`config.mk`:
```
export PLATFORM = sky130hd
export DESIGN_NAME = hazard_scoreboard
export DESIGN_NICKNAME = d
export VERILOG_FILES = /design/src/rtl/hazard_scoreboard.sv
export SDC_FILE = /design/constraint.sdc
export NUM_CORES = 1
export LEC_CHECK = 0
export CAP_MARGIN = 15
export CORE_ASPECT_RATIO = 1.25
export CORE_UTILIZATION = 60
export CTS_CLUSTER_SIZE = 12
export DETAILED_ROUTE_END_ITERATION = 10
export DONT_BUFFER_PORTS = 1
export PLACE_DENSITY = 0.74
export SYNTH_ARGS = -nofsm -noshare
export SYNTH_HDL_FRONTEND = slang
export SYNTH_SLANG_ARGS = --single-unit
```
`constraint.sdc`:
```
create_clock -name clk -period 5.3 [get_ports clk]
set_input_delay 0.795 -clock clk [delete_from_list [all_inputs] [get_ports clk]]
set_output_delay 0.795 -clock clk [all_outputs]
set_load 0.02 [all_outputs]
```
`src/rtl/hazard_scoreboard.sv`:
```
// Per-register latency scoreboard driving stall/flush control for the ID stage.
// Optional stall-cycle performance counter enabled by defining HAZ_PERF_CNT_EN.
module hazard_scoreboard #(
  parameter int unsigned REG_AW   = 5,
  parameter int unsigned LAT_ALU  = 2,
  parameter int unsigned LAT_LOAD = 3
) (
  input  logic                    clk,
  input  logic                    rst_n,
  input  logic                    id_valid,
  input  logic [REG_AW-1:0]       id_rs,
  input  logic [REG_AW-1:0]       id_rt,
  input  logic                    id_use_rs,
  input  logic                    id_use_rt,
  input  logic                    id_wr_en,
  input  logic [REG_AW-1:0]       id_wr_addr,
  input  logic                    id_is_load,
  input  logic                    id_is_jr,
  input  logic                    id_is_jump,
  input  logic                    ex_flush,
  output logic                    pc_write,
  output logic                    ifid_write,
  output logic                    ctrl_stall,
  output logic                    ifid_flush,
  output logic [(2**REG_AW)-1:0]  sb_busy,
  output logic [31:0]             perf_stall_cycles
);

  localparam int unsigned NREG = 2**REG_AW;
  localparam int unsigned CW   = $clog2(LAT_LOAD + 1);

  logic [CW-1:0] cnt_q [NREG];
  logic [CW-1:0] cnt_d [NREG];
  logic          op_haz;
  logic          jr_haz;
  logic          stall;
  logic          issue;

  // Hazard detection: loads still beyond the forwarding window, or JR needing rs in ID.
  always_comb begin
    op_haz = 1'b0;
    jr_haz = 1'b0;
    if (id_use_rs && (id_rs != '0) && (cnt_q[id_rs] > CW'(LAT_ALU))) op_haz = 1'b1;
    if (id_use_rt && (id_rt != '0) && (cnt_q[id_rt] > CW'(LAT_ALU))) op_haz = 1'b1;
    if (id_is_jr && (id_rs != '0) && (cnt_q[id_rs] != '0))           jr_haz = 1'b1;
    stall = id_valid & (op_haz | jr_haz) & ~ex_flush;
    issue = id_valid & ~stall & ~ex_flush;
  end

  // Pipeline control; flush outranks stall, stall outranks jump.
  always_comb begin
    pc_write   = 1'b1;
    ifid_write = 1'b1;
    ctrl_stall = 1'b0;
    ifid_flush = 1'b0;
    if (ex_flush) begin
      ctrl_stall = 1'b1;
      ifid_flush = 1'b1;
    end else if (stall) begin
      pc_write   = 1'b0;
      ifid_write = 1'b0;
      ctrl_stall = 1'b1;
    end else if (id_valid && id_is_jump) begin
      ifid_flush = 1'b1;
    end
  end

  // Counters decay toward zero; an issuing writer reloads its destination.
  always_comb begin
    for (int unsigned r = 0; r < NREG; r++) begin
      cnt_d[r]   = (cnt_q[r] == '0) ? '0 : cnt_q[r] - CW'(1);
      sb_busy[r] = (cnt_q[r] != '0);
    end
    if (issue && id_wr_en && (id_wr_addr != '0)) begin
      cnt_d[id_wr_addr] = id_is_load ? CW'(LAT_LOAD) : CW'(LAT_ALU);
    end
    cnt_d[0] = '0;
  end

  always_ff @(posedge clk or negedge rst_n) begin
    if (!rst_n) begin
      for (int unsigned r = 0; r < NREG; r++) cnt_q[r] <= '0;
    end else begin
      for (int unsigned r = 0; r < NREG; r++) cnt_q[r] <= cnt_d[r];
    end
  end

`ifdef HAZ_PERF_CNT_EN
  logic [31:0] perf_q;
  logic [31:0] perf_d;

  // Saturating count of stall cycles.
  always_comb begin
    perf_d = perf_q;
    if (stall && (perf_q != 32'hFFFF_FFFF)) perf_d = perf_q + 32'd1;
  end

  always_ff @(posedge clk or negedge rst_n) begin
    if (!rst_n) perf_q <= '0;
    else        perf_q <= perf_d;
  end

  assign perf_stall_cycles = perf_q;
`else
  assign perf_stall_cycles = '0;
`endif

endmodule

```
==> report_table.html, run 1 <==
<table>
<tr><th>Metric</th><th>Value</th></tr>
<tr><th colspan="2">Outcome</th></tr>
<tr><td>Run status</td><td>complete, no violations</td></tr>
<tr><th colspan="2">Worst setup path</th></tr>
<tr><td>Critical path endpoint category</td><td>primary output</td></tr>
<tr><td>Worst setup slack for register-to-register paths</td><td>2.17 ns</td></tr>
<tr><td>Max incr delay on CP</td><td>0.49 ns</td></tr>
<tr><td>Capture point of the worst reg-to-reg path</td><td>cnt_q[10]$_DFF_PN0_</td></tr>
<tr><td>Worst-path fanout max</td><td>18</td></tr>
<tr><td>Number of cells traversed by the worst register-to-register path</td><td>8</td></tr>
<tr><td>Cell Chain, Critical Path</td><td>mux4_2 &gt; a2111oi_2 &gt; or3b_1 &gt; a31oi_1 &gt; a311o_2 &gt; o21bai_1</td></tr>
<tr><td>Category of the most critical setup path</td><td>input port to primary output</td></tr>
<tr><td>Slowest cell on the critical path</td><td>mux4_2</td></tr>
<tr><td>Count of buffer and inverter cells on the critical path</td><td>0</td></tr>
<tr><td>Crit-path leading delay family</td><td>compound AO/OA/AOI/OAI gates</td></tr>
<tr><td>Startpoint class of the critical path</td><td>input port</td></tr>
<tr><td>FF-to-FF Start</td><td>cnt_q[18]$_DFF_PN0_</td></tr>
<tr><td>Data required time at the worst endpoint</td><td>4.51 ns</td></tr>
<tr><td>CP Data Arrival Time</td><td>2.78 ns</td></tr>
<tr><td>Critical path launch point</td><td>id_rs[0]</td></tr>
<tr><th colspan="2">Layout</th></tr>
<tr><td>Registers with the most flip-flops</td><td>cnt_q: 62 flops</td></tr>
<tr><td>Count of non-filler cells in the finished layout</td><td>514</td></tr>
<tr><td>Filler instances</td><td>564</td></tr>
<tr><td>Layout cell share with drive strength beyond 1</td><td>19.0%</td></tr>
<tr><td>Largest register by flop count</td><td>cnt_q</td></tr>
<tr><td>Flip-flop count of the largest register, all copies and words added</td><td>62</td></tr>
<tr><td>Area growth from synthesis to final layout</td><td>1.96%</td></tr>
<tr><td>Diodes inserted</td><td>0</td></tr>
<tr><td>Fin nets</td><td>447</td></tr>
<tr><th colspan="2">CTS</th></tr>
<tr><td>Max clock buf depth</td><td>2</td></tr>
<tr><td>Post-CTS Setup Bufs</td><td>0</td></tr>
<tr><td>Clock latency on the worst-skew pair</td><td>0.35 ns</td></tr>
<tr><td># H-tree levels</td><td>3</td></tr>
<tr><td>Number of buffers inserted by hold repair at cts</td><td>0</td></tr>
<tr><td>Root Buffer Master</td><td>clkbuf_8</td></tr>
<tr><td>Post-CTS resize count</td><td>0</td></tr>
<tr><td>TritonCTS Sinks</td><td>62</td></tr>
<tr><td>CTS tree</td><td>done</td></tr>
<tr><td>Clock input transition at the sequential cells of the worst setup and hold paths</td><td>0.07 ns</td></tr>
<tr><td>Number of buffers created by CTS</td><td>9</td></tr>
<tr><th colspan="2">Detailed routing</th></tr>
<tr><td>Total length of routed met2 wires</td><td>4.91 mm</td></tr>
<tr><td>Aggregate routed wire length</td><td>10.1 mm</td></tr>
<tr><td>Wire length on met3</td><td>876 um</td></tr>
<tr><td>Violation count after the first detailed-route iteration</td><td>264</td></tr>
<tr><td>Final routed DRC violation total</td><td>0</td></tr>
<tr><td>Total number of vias</td><td>3262</td></tr>
<tr><td>Uppermost metal layer occupied by signal nets</td><td>met4</td></tr>
<tr><td>Via density per instance</td><td>6.35</td></tr>
<tr><td>Post-route ant nets</td><td>0</td></tr>
<tr><td>1st-pass router iterations</td><td>6</td></tr>
<tr><td>Post-Route M1 WL</td><td>4.08 mm</td></tr>
<tr><td>Routed length per placed instance</td><td>19.6 um</td></tr>
<tr><th colspan="2">GRT</th></tr>
<tr><td>First-pass GRT wire length</td><td>15.8 mm</td></tr>
<tr><td>Number of global-route vias before repair</td><td>3062</td></tr>
<tr><td>Global-route usage over all layers</td><td>28.7%</td></tr>
<tr><td>Number of antenna violations at the first check in global routing</td><td>0</td></tr>
<tr><td>Remaining Overflow, GRT</td><td>0</td></tr>
<tr><td>Maximum number of pins on one net before global-route repair</td><td>63</td></tr>
<tr><th colspan="2">Power and ir drop</th></tr>
<tr><td>Worst vdd ir</td><td>0.000164 V</td></tr>
<tr><td>Leak</td><td>2.00 nW</td></tr>
<tr><td>Power density over cell area</td><td>248 mW/mm^2</td></tr>
<tr><th colspan="2">Synth</th></tr>
<tr><td>Async SR Flop Fraction</td><td>100%</td></tr>
<tr><td>Post-synthesis area per instance</td><td>9.67 um^2</td></tr>
<tr><td>Number of warnings reported in the yosys synthesis log</td><td>0</td></tr>
<tr><td>Number of enable flip-flop cells after synthesis</td><td>0</td></tr>
<tr><td>FF+latch count, synth</td><td>62</td></tr>
<tr><td>Unique masters post-synth</td><td>48</td></tr>
<tr><td>Post-synthesis instance area</td><td>0.00421 mm^2</td></tr>
<tr><td>Syn Inst Count</td><td>435</td></tr>
<tr><td>Synth Flop Type</td><td>dfrtp_1</td></tr>
<tr><td>Sequential element share of the synthesized area</td><td>36.9%</td></tr>
<tr><th colspan="2">Placed design</th></tr>
<tr><td>Worst setup timing slack at the placement stage</td><td>1.75 ns</td></tr>
<tr><td>Placed Instances</td><td>498</td></tr>
<tr><td>Final weighted congestion of routability-driven global placement</td><td>0.932</td></tr>
<tr><td>HPWL reported at the end of detailed placement</td><td>6.98 mm</td></tr>
<tr><td>Number of buffers added on ports</td><td>0</td></tr>
<tr><th colspan="2">Timing</th></tr>
<tr><td>Final hold vios</td><td>0</td></tr>
<tr><td>Number of failing setup endpoints in the final timing report</td><td>0</td></tr>
<tr><td>Post-route minimum period</td><td>3.57 ns</td></tr>
<tr><td>Final Skew</td><td>0.00852 ns</td></tr>
<tr><td>Fmax achieved</td><td>280 MHz</td></tr>
<tr><td>Fin crit share</td><td>67.4%</td></tr>
<tr><td>Transition at the pin with the smallest max-transition slack</td><td>1.09 ns</td></tr>
<tr><td>Final TNS setup</td><td>0 ns</td></tr>
<tr><td>Number of pins exceeding their max-slew limit in the final report</td><td>0</td></tr>
<tr><td>RSZ-0062 raised after global routing</td><td>no</td></tr>
<tr><td>Setup slack of the critical path after layout</td><td>1.73 ns</td></tr>
<tr><td>Worst slew margin</td><td>26.9%</td></tr>
<tr><th colspan="2">Floorplan</th></tr>
<tr><td>Die Span Y</td><td>95.6 um</td></tr>
<tr><td>Initial standard-cell utilization of the core</td><td>62.9%</td></tr>
<tr><td>Total core area</td><td>0.00669 mm^2</td></tr>
<tr><td>Horizontal die dimension</td><td>76.9 um</td></tr>
<tr><td>Count of pins on the block boundary</td><td>93</td></tr>
<tr><td>Area of the die</td><td>0.00735 mm^2</td></tr>
<tr><td>Site row count</td><td>33</td></tr>
<tr><th colspan="2">Hold path</th></tr>
<tr><td>Classification of the worst-slack hold path</td><td>input port to asynchronous set/reset pin</td></tr>
<tr><th colspan="2">Flow run</th></tr>
<tr><td>Max capacitance violation total</td><td>0</td></tr>
</table>
-- report_power, final --
part	switching, W	total, W	leakage (nW)	internal [W]
clock network	0.000184	0.000487	0.120	0.000303
logic	0.0000775	0.000102	1.01	0.0000241
registers	0.00000181	0.000477	0.866	0.000475
total	0.000264	0.00107	2.00	0.000802
-- synthesized netlist by cell type, types with 7 or more instances --
cell type	instances	area [um^2]
a21o_1	15	113
nand2b_1	28	175
buf_2	8	40.0
o21ai_1	7	35.0
inv_1	7	26.3
o31ai_1	15	113
nor3_1	7	35.0
clkbuf_1	8	30.0
nor2b_1	17	106
nand3_1	20	100
mux2i_1	41	410
or2_2	33	206
o21ai_0	13	65.1
nor3_2	19	190
nand2_1	36	135
buf_4	36	270
dfrtp_1	62	1550
mux4_2	8	180
-- final cells by class --
class / count / area, um^2 / area share [%]
timing repair buffer: 1 / 7.51 / 0.175
clock inverter: 3 / 65.1 / 1.52
inverter: 7 / 26.3 / 0.612
sequential: 62 / 1550 / 36.2
tap: 87 / 109 / 2.54
clock buffer: 13 / 169 / 3.94
multi-input combinational: 341 / 2360 / 55.1
-- through the flow --
step           util, %  hold WS [ns]  area (um^2)  total power [W]
2_1_floorplan        -         0.487         4330         0.000610
3_3_place_gp      60.6         0.501         4060         0.000583
3_5_place_dp      60.6         0.501         4060         0.000585
4_1_cts           64.1         0.135         4290          0.00107
5_1_grt           64.1         0.124         4290          0.00109
6_report          64.1         0.136         4290          0.00107
-- layout by cell type, fill, tap and decap left out, drive strengths merged, types with 7 or more instances in the layout --
cell type / n
nor2b: 17
clkbuf: 13
inv: 7
nor3: 26
dfrtp: 62
mux2i: 41
o31ai: 16
nand3: 20
mux4: 8
conb: 33
nand2b: 28
or2: 33
nand2: 36
a21o: 15
o21ai: 20
-- kinds of logic after synthesis --
kind of cell | share of synthesized area, %
compound gates | 13.7
other cells | 0.0891
mux | 14.6
simple gates | 24.9
flops | 36.9
buf+inv | 9.87
-- layer usage --
layer  global-route usage, %  vias to the layer above
li1                        -                     1477
met1                    35.6                     1588
met2                    47.3                      171
met3                    7.66                       26
met4                    12.2                        0
met5                       0                        -
-- worst max path at each step --
| stage | end | cells after the start |
|---|---|---|
| 2_1_floorplan | pc_write | 11 |
| 5_1_grt | ifid_flush | 7 |
| 4_1_cts | ifid_flush | 6 |
| 6_report | ifid_flush | 6 |
| 3_3_place_gp | ifid_flush | 6 |
| 3_5_place_dp | ifid_flush | 6 |
Note: power is estimated with default switching activity, not from simulation.
==> run 2, diff against run 1 <==
==> constraint.sdc (replaced) <==
create_clock -name clk -period 3.6 [get_ports clk]
set_input_delay 0.54 -clock clk [delete_from_list [all_inputs] [get_ports clk]]
set_output_delay 0.54 -clock clk [all_outputs]
set_load 0.02 [all_outputs]
==> run 2 against run 1 <==
Effect of this change: register-to-register slack worse by 1.6 ns; worst hold slack got worse by 0.077 ns; total power rose by 32%; clock power increased by 10%; highest routed layer unchanged.
==> report_table.html, run 2 (synthesis gave the netlist of run 1 again) <==
<table>
<tr><th>Metric</th><th>Value</th></tr>
<tr><th colspan="2">GRT</th></tr>
<tr><td>First-pass GRT wire length</td><td>15.7 mm (was 15.8 mm)</td></tr>
<tr><td>Number of antenna violations at the first check in global routing</td><td>0 (unchanged)</td></tr>
<tr><td>Global-route usage over all layers</td><td>28.7% (about the same)</td></tr>
<tr><td>Number of global-route vias before repair</td><td>3025 (was 3062)</td></tr>
<tr><td>Maximum number of pins on one net before global-route repair</td><td>63 (unchanged)</td></tr>
<tr><td>Remaining Overflow, GRT</td><td>0 (unchanged)</td></tr>
<tr><th colspan="2">CTS</th></tr>
<tr><td>Clock latency on the worst-skew pair</td><td>0.35 ns (about the same)</td></tr>
<tr><td>TritonCTS Sinks</td><td>62 (unchanged)</td></tr>
<tr><td>Clock input transition at the sequential cells of the worst setup and hold paths</td><td>0.06 ns (was 0.07 ns)</td></tr>
<tr><td>Post-CTS resize count</td><td>0 (unchanged)</td></tr>
<tr><td>Number of buffers created by CTS</td><td>9 (unchanged)</td></tr>
<tr><td># H-tree levels</td><td>3 (unchanged)</td></tr>
<tr><td>Root Buffer Master</td><td>clkbuf_8 (unchanged)</td></tr>
<tr><td>CTS tree</td><td>done (unchanged)</td></tr>
<tr><td>Max clock buf depth</td><td>2 (unchanged)</td></tr>
<tr><th colspan="2">Worst setup path</th></tr>
<tr><td>Count of buffer and inverter cells on the critical path</td><td>0 (unchanged)</td></tr>
<tr><td>Slowest cell on the critical path</td><td>a311o_2 (was mux4_2)</td></tr>
<tr><td>Max incr delay on CP</td><td>0.53 ns (was 0.49 ns)</td></tr>
<tr><td>Data required time at the worst endpoint</td><td>3.06 ns (was 4.51 ns)</td></tr>
<tr><td>CP Data Arrival Time</td><td>2.82 ns (was 2.78 ns)</td></tr>
<tr><td>Crit-path leading delay family</td><td>compound AO/OA/AOI/OAI gates (unchanged)</td></tr>
<tr><td>Category of the most critical setup path</td><td>register to primary output (was input port to primary output)</td></tr>
<tr><td>Critical path endpoint category</td><td>primary output (unchanged)</td></tr>
<tr><td>Cell Chain, Critical Path</td><td>mux4_2 &gt; a2111oi_2 &gt; or3b_1 &gt; a31oi_1 &gt; a311o_2 &gt; nand2_1 (was mux4_2 &gt; a2111oi_2 &gt; or3b_1 &gt; a31oi_1 &gt; a311o_2 &gt; o21bai_1)</td></tr>
<tr><td>Worst-path fanout max</td><td>17 (was 18)</td></tr>
<tr><td>Startpoint class of the critical path</td><td>register (was input port)</td></tr>
<tr><th colspan="2">Power and ir drop</th></tr>
<tr><td>Worst vdd ir</td><td>0.000208 V (was 0.000164 V)</td></tr>
<tr><td>Total power after layout</td><td>0.00141 W (was 0.00107 W)</td></tr>
<tr><td>Part of the power in the clock network</td><td>38.2% (was 45.7%)</td></tr>
<tr><td>Switching portion of total power</td><td>27.2% (was 24.7%)</td></tr>
<tr><td>Combinational Power Share</td><td>11.9% (was 9.5%)</td></tr>
<tr><td>Power density over cell area</td><td>330 mW/mm^2 (was 248 mW/mm^2)</td></tr>
<tr><td>Net switching power figure</td><td>0.000383 W (was 0.000264 W)</td></tr>
<tr><td>Internal power consumption</td><td>0.00102 W (was 0.000802 W)</td></tr>
<tr><td>Sequential group share of total power</td><td>49.8% (was 44.7%)</td></tr>
<tr><td>Leak</td><td>1.99 nW (was 2.00 nW)</td></tr>
<tr><th colspan="2">Layout</th></tr>
<tr><td>Most common cell after layout, fill and taps aside</td><td>dfrtp_1 (unchanged)</td></tr>
<tr><td>Count of non-filler cells in the finished layout</td><td>516 (was 514)</td></tr>
<tr><td>Flip-flop count of the largest register, all copies and words added</td><td>62 (unchanged)</td></tr>
<tr><td>Area growth from synthesis to final layout</td><td>1.40% (was 1.96%)</td></tr>
<tr><td>Layout cell share with drive strength beyond 1</td><td>18.9% (was 19.0%)</td></tr>
<tr><td>Fin nets</td><td>450 (was 447)</td></tr>
<tr><td>Commonest cells after routing, fill and taps aside</td><td>dfrtp_1, mux2i_1, nand2_1 (unchanged)</td></tr>
<tr><td>Largest register by flop count</td><td>cnt_q (unchanged)</td></tr>
<tr><td>Diodes inserted</td><td>0 (unchanged)</td></tr>
<tr><td>Registers with the most flip-flops</td><td>cnt_q: 62 flops (unchanged)</td></tr>
<tr><td>Final cell utilization of the core</td><td>63.8% (was 64.1%)</td></tr>
<tr><th colspan="2">Floorplan</th></tr>
<tr><td>Site row count</td><td>33 (unchanged)</td></tr>
<tr><td>Die Span Y</td><td>95.6 um (unchanged)</td></tr>
<tr><td>Total core area</td><td>0.00669 mm^2 (unchanged)</td></tr>
<tr><td>Horizontal die dimension</td><td>76.9 um (unchanged)</td></tr>
<tr><td>Initial standard-cell utilization of the core</td><td>62.9% (unchanged)</td></tr>
<tr><td>Area of the die</td><td>0.00735 mm^2 (unchanged)</td></tr>
<tr><td>Count of pins on the block boundary</td><td>93 (unchanged)</td></tr>
<tr><th colspan="2">Placed design</th></tr>
<tr><td>Number of buffers added on ports</td><td>0 (unchanged)</td></tr>
<tr><td>Placed Instances</td><td>500 (was 498)</td></tr>
<tr><td>Final weighted congestion of routability-driven global placement</td><td>0.849 (was 0.932)</td></tr>
<tr><td>HPWL reported at the end of detailed placement</td><td>6.97 mm (was 6.98 mm)</td></tr>
<tr><th colspan="2">Detailed routing</th></tr>
<tr><td>Violation count after the first detailed-route iteration</td><td>313 (was 264)</td></tr>
<tr><td>Routed length per placed instance</td><td>19.0 um (was 19.6 um)</td></tr>
<tr><td>Aggregate routed wire length</td><td>9.80 mm (was 10.1 mm)</td></tr>
<tr><td>Post-route ant nets</td><td>0 (unchanged)</td></tr>
<tr><td>1st-pass router iterations</td><td>5 (was 6)</td></tr>
<tr><td>Via density per instance</td><td>6.29 (was 6.35)</td></tr>
<tr><td>Total number of vias</td><td>3244 (was 3262)</td></tr>
<tr><td>Final routed DRC violation total</td><td>0 (unchanged)</td></tr>
<tr><th colspan="2">Timing</th></tr>
<tr><td>Fmax achieved</td><td>298 MHz</td></tr>
<tr><td>Final hold vios</td><td>0 (unchanged)</td></tr>
<tr><td>Number of failing setup endpoints in the final timing report</td><td>0 (unchanged)</td></tr>
<tr><td>Final Skew</td><td>0.00717 ns (was 0.00852 ns)</td></tr>
<tr><td>Hold slack final</td><td>0.0591 ns (was 0.136 ns)</td></tr>
<tr><td>Transition at the pin with the smallest max-transition slack</td><td>1.10 ns (was 1.09 ns)</td></tr>
<tr><td>RSZ-0062 raised after global routing</td><td>no (unchanged)</td></tr>
<tr><td>Final TNS setup</td><td>0 ns (unchanged)</td></tr>
<tr><td>Post-route minimum period</td><td>3.36 ns</td></tr>
<tr><td>Fin crit share</td><td>93.4%</td></tr>
<tr><td>Worst slew margin</td><td>26.8% (was 26.9%)</td></tr>
<tr><td>Number of pins exceeding their max-slew limit in the final report</td><td>0 (unchanged)</td></tr>
<tr><th colspan="2">Flow run</th></tr>
<tr><td>Max capacitance violation total</td><td>0 (unchanged)</td></tr>
<tr><th colspan="2">Hold path</th></tr>
<tr><td>Classification of the worst-slack hold path</td><td>input port to asynchronous set/reset pin (unchanged)</td></tr>
<tr><th colspan="2">Outcome</th></tr>
<tr><td>Run status</td><td>complete, no violations (unchanged)</td></tr>
</table>
-- run 2: routing by layer --
metal | wire, um | global-route usage [%]
met1 | 4130 | 36.5
met2 | 4780 | 46.4
met3 | 719 | 8.61
met4 | 177 | 10.3
met5 | 0 | 0
-- run 2: metrics by stage --
stage                     instance area (um^2)  worst slack, ns
after floorplan                           4330            0.163
after global placement                    4070            0.496
after detailed placement                  4070            0.484
after CTS                                 4270            0.226
after global routing                      4270            0.126
final                                     4270            0.239
-- run 2: power groups by stage --
stage | Sequential (W) | Clock [W] | Combinational, W
2_1_floorplan | 0.000714 | 0 | 0.000184
3_3_place_gp | 0.000714 | 0 | 0.000149
3_5_place_dp | 0.000715 | 0 | 0.000150
4_1_cts | 0.000702 | 0.000547 | 0.000168
5_1_grt | 0.000701 | 0.000584 | 0.000182
6_report | 0.000702 | 0.000538 | 0.000168
-- run 2: area by class of cell --
| cell class | count | area [um^2] |
|---|---|---|
| inverters | 7 | 26.3 |
| fillers | 558 | 2420 |
| repair buffers | 4 | 50.0 |
| clock inverters | 1 | 5.00 |
| flip-flops and latches | 62 | 1550 |
| multi-input cells | 341 | 2360 |
| clock buffers | 14 | 163 |
| well taps | 87 | 109 |
-- run 2: path summary, 6_finish.rpt --
path	start	to	slack (ns)	cells after the start
max reg2reg	cnt_q[16]$_DFF_PN0_	cnt_q[16]$_DFF_PN0_	0.59	8
min in group clk	id_wr_addr[3]	cnt_q[15]$_DFF_PN0_	0.40	2
min reg2reg	cnt_q[58]$_DFF_PN0_	cnt_q[59]$_DFF_PN0_	0.55	1
max in group asynchronous	rst_n	cnt_q[17]$_DFF_PN0_	3.27	1
min	rst_n	cnt_q[52]$_DFF_PN0_	0.06	1
max	cnt_q[16]$_DFF_PN0_	pc_write	0.24	6
-- run 2: timing repair --
action	CTS	global route
endpoints found under the hold margin	62	0
setup buffers	0	0
hold buffers	1	0
